**config.mk**
```make
export PLATFORM = sky130hd
export DESIGN_NAME = motion_segment_stepper
export DESIGN_NICKNAME = d
export VERILOG_FILES = /design/src/rtl/motion_segment_stepper.sv
export SDC_FILE = /design/constraint.sdc
export NUM_CORES = 1
export LEC_CHECK = 0
export ABC_AREA = 1
export ABC_CLOCK_PERIOD_IN_PS = 3300
export CORE_MARGIN = 3
export CORE_UTILIZATION = 40
export DETAILED_ROUTE_END_ITERATION = 12
export SLEW_MARGIN = 20
export SYNTH_ARGS = -nofsm -noshare
export SYNTH_HDL_FRONTEND = slang
export SYNTH_SLANG_ARGS = --single-unit
```
**constraint.sdc**
```tcl
create_clock -name clk -period 3.3 [get_ports clk]
set_clock_uncertainty 0.1 [all_clocks]
set_input_delay 0.66 -clock clk [delete_from_list [all_inputs] [get_ports clk]]
set_output_delay 0.66 -clock clk [all_outputs]
set_load 0.01 [all_outputs]
```
**src/rtl/motion_segment_stepper.sv**
```systemverilog
// rtl/motion_segment_stepper.sv - pulls 32-bit motion segments from a FIFO and plays them out as step/dir pulses
// Keeps a signed absolute step position for host status.
module motion_segment_stepper #(
  parameter int PulseWidth = 4,
  parameter int DirSetup   = 4,
  parameter int PosBits    = 32
) (
  input  logic               clk,
  input  logic               reset,
  input  logic               data_available,
  output logic               data_request,
  input  logic [31:0]        data,
  output logic               step_out,
  output logic               dir_out,
  output logic               busy,
  output logic [PosBits-1:0] position
);

  typedef enum logic [2:0] {IDLE, FETCH, LOAD, SETUP, RUN} state_t;

  localparam logic [15:0] MinP      = 16'(PulseWidth + 1);
  localparam logic [15:0] PwLim     = 16'(PulseWidth);
  localparam logic [15:0] SetupLast = 16'(DirSetup - 1);

  state_t state, state_next;

  logic [15:0] ld_count, ld_period, ld_p, run_count;
  logic [15:0] seg_count, seg_p, pcnt, steps_left, setup_cnt;
  logic        ld_dir, period_end, last_run, enter_run;
  logic [PosBits-1:0] pos_step;

  assign ld_count   = data[15:0];
  assign ld_period  = {1'b0, data[30:16]};
  assign ld_dir     = data[31];
  assign ld_p       = (ld_period > MinP) ? ld_period : MinP;
  assign period_end = (pcnt == seg_p - 16'd1);
  assign last_run   = (state == RUN) && period_end && (steps_left == 16'd1);
  // From LOAD the segment fields are still only on the data bus.
  assign run_count  = (state == LOAD) ? ld_count : seg_count;
  assign enter_run  = (state != RUN) && (state_next == RUN);
  assign pos_step   = dir_out ? position + PosBits'(1) : position - PosBits'(1);

  always_ff @(posedge clk) begin
    if (reset) state <= IDLE;
    else       state <= state_next;
  end

  always_comb begin
    state_next = state;
    case (state)
      IDLE:  if (data_available) state_next = FETCH;
      FETCH: state_next = LOAD;
      LOAD:  state_next = (ld_dir != dir_out) ? SETUP : RUN;
      SETUP: if (setup_cnt == SetupLast) state_next = RUN;
      RUN:   if (last_run) state_next = data_available ? FETCH : IDLE;
      default: state_next = IDLE;
    endcase
  end

  always_ff @(posedge clk) begin
    if (reset) begin
      data_request <= 1'b0;
      busy         <= 1'b0;
      step_out     <= 1'b0;
      dir_out      <= 1'b0;
      position     <= '0;
      seg_count    <= '0;
      seg_p        <= '0;
      pcnt         <= '0;
      steps_left   <= '0;
      setup_cnt    <= '0;
    end else begin
      data_request <= (state_next == FETCH);
      busy         <= (state_next != IDLE);

      if (state == LOAD) begin
        seg_count <= ld_count;
        seg_p     <= ld_p;
        dir_out   <= ld_dir;
        setup_cnt <= '0;
      end
      if (state == SETUP) setup_cnt <= setup_cnt + 16'd1;

      // Pulses and position updates are launched one edge early so they appear registered.
      if (enter_run) begin
        pcnt       <= '0;
        steps_left <= (run_count == 16'd0) ? 16'd1 : run_count;
        step_out   <= (run_count != 16'd0);
        if (run_count != 16'd0) position <= pos_step;
      end else if (state == RUN && !last_run) begin
        if (period_end) begin
          pcnt       <= '0;
          steps_left <= steps_left - 16'd1;
          step_out   <= (seg_count != 16'd0);
          if (seg_count != 16'd0) position <= pos_step;
        end else begin
          pcnt     <= pcnt + 16'd1;
          step_out <= (seg_count != 16'd0) && ((pcnt + 16'd1) < PwLim);
        end
      end else begin
        step_out <= 1'b0;
      end
    end
  end

endmodule

```
Yosys cells after proc, flatten, opt, wreduce, memory -nomap -nowiden
Cells that the tools add are included.
W data, S select, Z words.
{"block": "classes", "magnitude_cmp": 2, "n_eq_ne": 12, "add_sub_neg": 6, "muxes": 24, "reduce_logical": 18}
{"op": "$mux W32", "n": 6}
{"op": "$mux W16", "n": 8}
{"op": "$add A16 B1 Y16 const B", "n": 2}
{"op": "$add A32 B1 Y32 const B", "n": 1}
{"op": "$reduce_bool A16 Y1", "n": 2}
{"op": "$sub A16 B1 Y16 const B", "n": 2}
{"op": "$sub A32 B1 Y32 const B", "n": 1}
{"op": "$eq A16 B1 Y1 const B", "n": 1}
{"op": "$eq A16 B16 Y1", "n": 1}
{"op": "$eq A16 B2 Y1 const B", "n": 1}
{"op": "$logic_not A16 Y1", "n": 1}
{"op": "$lt A16 B3 Y1 const B", "n": 1}
{"op": "$gt A15 B3 Y1 const B", "n": 1}
{"op": "$mux W15", "n": 1}
{"op": "$pmux W3 S5", "n": 1}
{"op": "$mux W3", "n": 4}
{"op": "$reduce_bool A2 Y1", "n": 4}
{"op": "$eq A3 B1 Y1 const B", "n": 2}
{"op": "$eq A3 B2 Y1 const B", "n": 2}
{"op": "$eq A3 B3 Y1 const B", "n": 2}
{"op": "$logic_and A1 B1 Y1", "n": 5}
{"op": "$mux W1", "n": 4}
{"op": "$reduce_and A4 Y1", "n": 1}
{"op": "$logic_not A3 Y1", "n": 1}
{"op": "7 further kinds", "n": 7}
{"block": "totals", "in_bits": 35, "wordCells": 73, "register_bits": 119, "out_inout_bits": 36}

Logic depth before layout (Yosys ltp)
{"block": "depth", "ltp_word": 10, "depth_mapped": 16}

Worst setup path before layout
No wires, ideal clock.
{"block": "synth_path", "path_type": "register -> register", "start": "reg dir_out", "end": "reg position[16]", "arrival_ns": 2.690, "slack_ns": 0.395, "path_stages_with_launch": 14, "path_cell_list": "dfxtp_1 > inv_1 > fa_1 > nand3_1 > nand3_1 > a21boi_0 > o21ai_0 > nand2_1 > nand2_1 > a21oi_1 > xor2_1 > nand3_1 > nand2_1 > nor2_1"}
{"block": "synth_via", "elab_chain_cells": 7, "word_cells_on_any_way": 16, "classes_between": "eq/ne: 3; mux: 8; reduce/logical: 5"}
{"item": "from (decl)", "line_no": "14", "text": "output logic dir_out,"}
{"item": "from (signal assigned)", "line_no": "79", "text": "dir_out <= ld_dir;"}
{"item": "$ne A1 B1 Y1", "line_no": "53", "text": "LOAD: state_next = (ld_dir != dir_out) ? SETUP : RUN;"}
{"item": "$mux W3", "line_no": "53"}
{"item": "$pmux W3 S5", "line_no": "50", "text": "case (state)"}
{"item": "$eq A3 B3 Y1", "line_no": "40", "text": "assign enter_run = (state != RUN) && (state_next == RUN);"}
{"item": "$logic_and A1 B1 Y1", "line_no": "40"}
{"item": "$ne A2 B1 Y1 (no line) / $reduce_bool A2 Y1 (equally long branches)"}
{"item": "$reduce_and A4 Y1 (no line)"}
{"item": "to (signal assigned)", "line_no": "89", "text": "if (run_count != 16'd0) position <= pos_step;"}
{"item": "to (signal assigned)", "line_no": "95", "text": "if (seg_count != 16'd0) position <= pos_step;"}
{"item": "to (decl)", "line_no": "16", "text": "output logic [PosBits-1:0] position"}
Parallel ways exist; a longest one is shown, timed or not. The select of a mux whose other input is x is not followed.
A chain may end at the register's enable or synchronous reset.

Worst setup path in the final report
{"block": "layout_path", "start": "reg state[2]", "end": "reg position[31]"}
{"block": "layout_via", "elab_chain_cells": 9, "word_cells_on_any_way": 24, "classes_between": "eq/ne: 7; mux: 6; reduce/logical: 11"}
{"item": "from (decl)", "line_no": "25", "text": "state_t state, state_next;"}
{"item": "from (signal assigned)", "line_no": "45", "text": "else state <= state_next;"}
{"item": "$eq A3 B3 Y1", "line_no": "37, 50, 90"}
{"item": "$logic_and A1 B1 Y1 (2 in a row)", "line_no": "37", "text": "assign last_run = (state == RUN) && period_end && (steps_left == 16'd1);"}
{"item": "$mux W3", "line_no": "55", "text": "RUN: if (last_run) state_next = data_available ? FETCH : IDLE;"}
{"item": "$pmux W3 S5", "line_no": "50"}
{"item": "$eq A3 B3 Y1", "line_no": "40"}
{"item": "$logic_and A1 B1 Y1", "line_no": "40"}
{"item": "$ne A2 B1 Y1 (no line) / $reduce_bool A2 Y1 (equally long branches)"}
{"item": "$reduce_and A4 Y1 (no line)"}
Parallel ways exist; a longest one is shown, timed or not.

==> impl_metrics.toml <==
[clocking]
cts_hold_buf = 0
cts_made_buffers = 17
cts.clk_slew.worst_paths_ns = 0.06
cts.repair.resized = 0
cts_root_buf = "clkbuf_16"
cts_buffer_depth = 2
cts_htree_levels = 4
post_cts_buffers = 0
cts_num_sinks = 118
worst_skew_pair.late_latency_ns = 0.42
cts_tree = "done"

[logic_synthesis]
syn_avg_cell_area_sq_um = 6.45
synth_compound_gate_area_share_pct = 16.5
synthTopCellsByArea = "dfxtp_1, nand2_1, nor2_1"
synth_fp_nets = 1367
synth_fa_ha_area_share_pct = 5.48
synth.mux.area_fraction_pct = 0
synthDistinctLibCells = 46
yosysWarnings = 0
synth-seq-cells = 118
synthesis.area_sq_um = 8360
synth_top_family_by_area = "simple AND/OR/NAND/NOR gates"
synth_simple_gate_area_share_pct = 35.4
netlist_instances = 1296
synth_xor_xnor_area_share_pct = 4.71
yosysTopAreaCell = "dfxtp_1"
synth_top_area_share_pct = 28.3
async_flop_share_pct = 0
synth-main-ff-cell = "dfxtp_1"
synth-edff-count = 0
ys_seq_area_share_pct = 28.3

[final_layout]
syn_to_final_growth_pct = 19.1
drive_above_1_share_pct = 7.21
final_area_sq_um = 9960
fin_nets = 1433
antenna_cells = 0

[worst_setup_path]
crit_path_top_delay_cell = "o21ai_0"
worstSetupPathType = "reg2reg"
critPathCaptureType = "register"
cp_cell_sequence = "nor2_4 > nand2_2 > inv_1 > o21ai_0 > nand4_1 > nor2_1 > nand3_1 > nand2_2 > nand2_4 > buf_12 > nand2_1 > nand2_1 > a21oi_1"
reg2reg_slack_ns = 0.46
cp_slowest_stage_delay_ns = 0.42
critPathLaunchType = "register"
cp.arrival_ns = 3.09
cp_max_fo = 62
required_ns = 3.55

[die]
floorplan.io_pins = 71
die_x_um = 151
start_util_pct = 41.1
rows = 52
die-area_sq_um = 22700
fp.coreArea_sq_um = 20400
die_h_um = 151

[pwr]
power.density_nw_per_um2 = 638
ir_drop_uv = 521
p_leak_nw = 4.42

[sta]
max_slew_margin_pct = 58.7
worstMarginPinSlew_ns = 0.613
hold_slack_ns = 0.380
finalMaxSlewViolations = 0
setup_viol = 0
fmax_mhz = 352
hold_viol = 0
setup_tns_ns = 0
rsz0062_at_grt = "false"
min_period_ns = 2.84
post-route-period-util_pct = 86.1

[detailed_routing]
final_antenna_net_count = 0
drt_iter0_drc = 543
drtPass1Iterations = 5
wl_per_cell_um = 13.8
remaining_drc_errors = 0
num_vias = 8373
wl_um = 22700
vias_per_cell = 5.09

[global_route]
grt-ovfl-total = 0
grtUsageTotal_pct = 20.3
grt_start_max_net_pins = 63
antenna_found_initial = 1
first_global_vias = 7601
grt_pass1_wl_um = 37500

[job]
maxCapViolations = 0

[placed_design]
post-dp-hpwl_um = 17100
placed_cell_area_sq_um = 9280
portBuffers = 70
place_congestion = 0.915

[min_path]
hold_class = "reg2reg"

[outcome]
status = "completed"
-- sequential cells by signal, indices dropped and copies added, names as in the netlist, 3 cells and up --
signal,cells
pcnt,16
setup_cnt,16
position,32
steps_left,16
seg_count,16
seg_p,15
state,3
-- power breakdown --
group | leakage (nW) | internal (mW) | switching (mW) | total [mW]
Sequential | 0.955 | 1.52 | 0.0791 | 1.60
Clock | 0.323 | 1.46 | 0.709 | 2.17
Combinational | 3.14 | 0.914 | 1.68 | 2.59
Total | 4.42 | 3.89 | 2.47 | 6.36
-- cell type report --
class                      instances  area, sq um
clock buffer                      20          457
clock inverter                    11          221
fill                            2080        10400
inverter                         150          563
multi-input combinational        990         5190
sequential                       118         2360
tap                              270          338
timing repair buffer              85          833
-- worst max-delay path: cells and delay by family, from the launching register on --
| kind | cells | cell delay [ns] |
|---|---|---|
| compound gates | 2 | 0.55 |
| flops | 1 | 0.40 |
| buf+inv | 2 | 0.46 |
| simple gates | 9 | 1.24 |
-- stage by stage --
step                worst slack [ns]  utilization (%)  power (mW)  cells
floorplan                      0.395                -        3.62   1296
CTS                            0.469             48.9        6.38   1644
detailed placement             0.414             45.6        4.19   1613
global placement               0.497             45.6        4.20   1613
global route                   0.105             48.9        6.81   1644
finish                         0.460             48.9        6.36   1644
-- layout by cell type (no fill, tap or decap), types with 13 or more instances in the layout --
cell type        synthesis  routed
buf_4                    3      13
nand4_1                 24      24
dfxtp_1                118     118
nand3_1                 79      79
xor2_1                  19      19
o21ai_0                 75      75
nor3_1                  13      13
clkdlybuf4s50_1          0      69
ha_1                    35      35
nand2_1                296     296
or2_2                   13      13
a21oi_1                111     111
xnor2_1                 26      26
nand3_2                 23      23
nor2_1                 178     178
clkbuf_16                0      17
inv_1                  145     145
-- routing by layer --
| metal | track usage [%] | wire length [um] | up-vias | part of all wire [%] |
|---|---|---|---|---|
| met5 | 0 | 13 | - | 0.057 |
| met4 | 5.08 | 253 | 2 | 1.1 |
| met3 | 3.43 | 838 | 19 | 3.7 |
| met2 | 32.0 | 10300 | 149 | 45 |
| met1 | 28.8 | 11300 | 3790 | 50 |
| li1 | - | - | 4413 | - |
-- final timing paths --
path	startpoint	end	cells past startpoint
setup reg to reg	state[2]	position[31]	13
setup / recovery	state[2]	position[31]	13
hold / removal	steps_left[1]	steps_left[1]	2
hold reg to reg	steps_left[1]	steps_left[1]	2
-- synthesized netlist by cell type, types with 2 or more instances --
master / instances
inv_1: 145
xnor2_1: 26
nor2_2: 5
nand3_1: 79
ha_1: 35
inv_2: 3
o221ai_1: 2
o22ai_1: 8
nand2_1: 296
or2_2: 13
clkinv_1: 2
nand2_2: 4
buf_6: 11
buf_2: 9
a21oi_1: 111
a31oi_1: 10
a211oi_1: 3
a221oi_1: 7
nand3_2: 23
nor3_1: 13
o21a_1: 8
dfxtp_1: 118
o21ai_1: 3
a21o_1: 4
nand3b_1: 5
clkbuf_1: 14
nor2_1: 178
nand4_1: 24
or2_1: 2
xor2_1: 19
a21boi_0: 4
nor4_1: 12
nor3b_1: 4
buf_4: 3
nor2_4: 2
o21bai_1: 7
o21ai_0: 75
-- kinds of logic after synthesis --
logic type,Yosys count
AOI/OAI and AO/OA,246
xor gates and xnor gates,45
adders and majority gates,36
buffers and inverters,188
DFF,118
and+or+nand+nor,663
No activity file was read; power rests on OpenSTA's default activity.
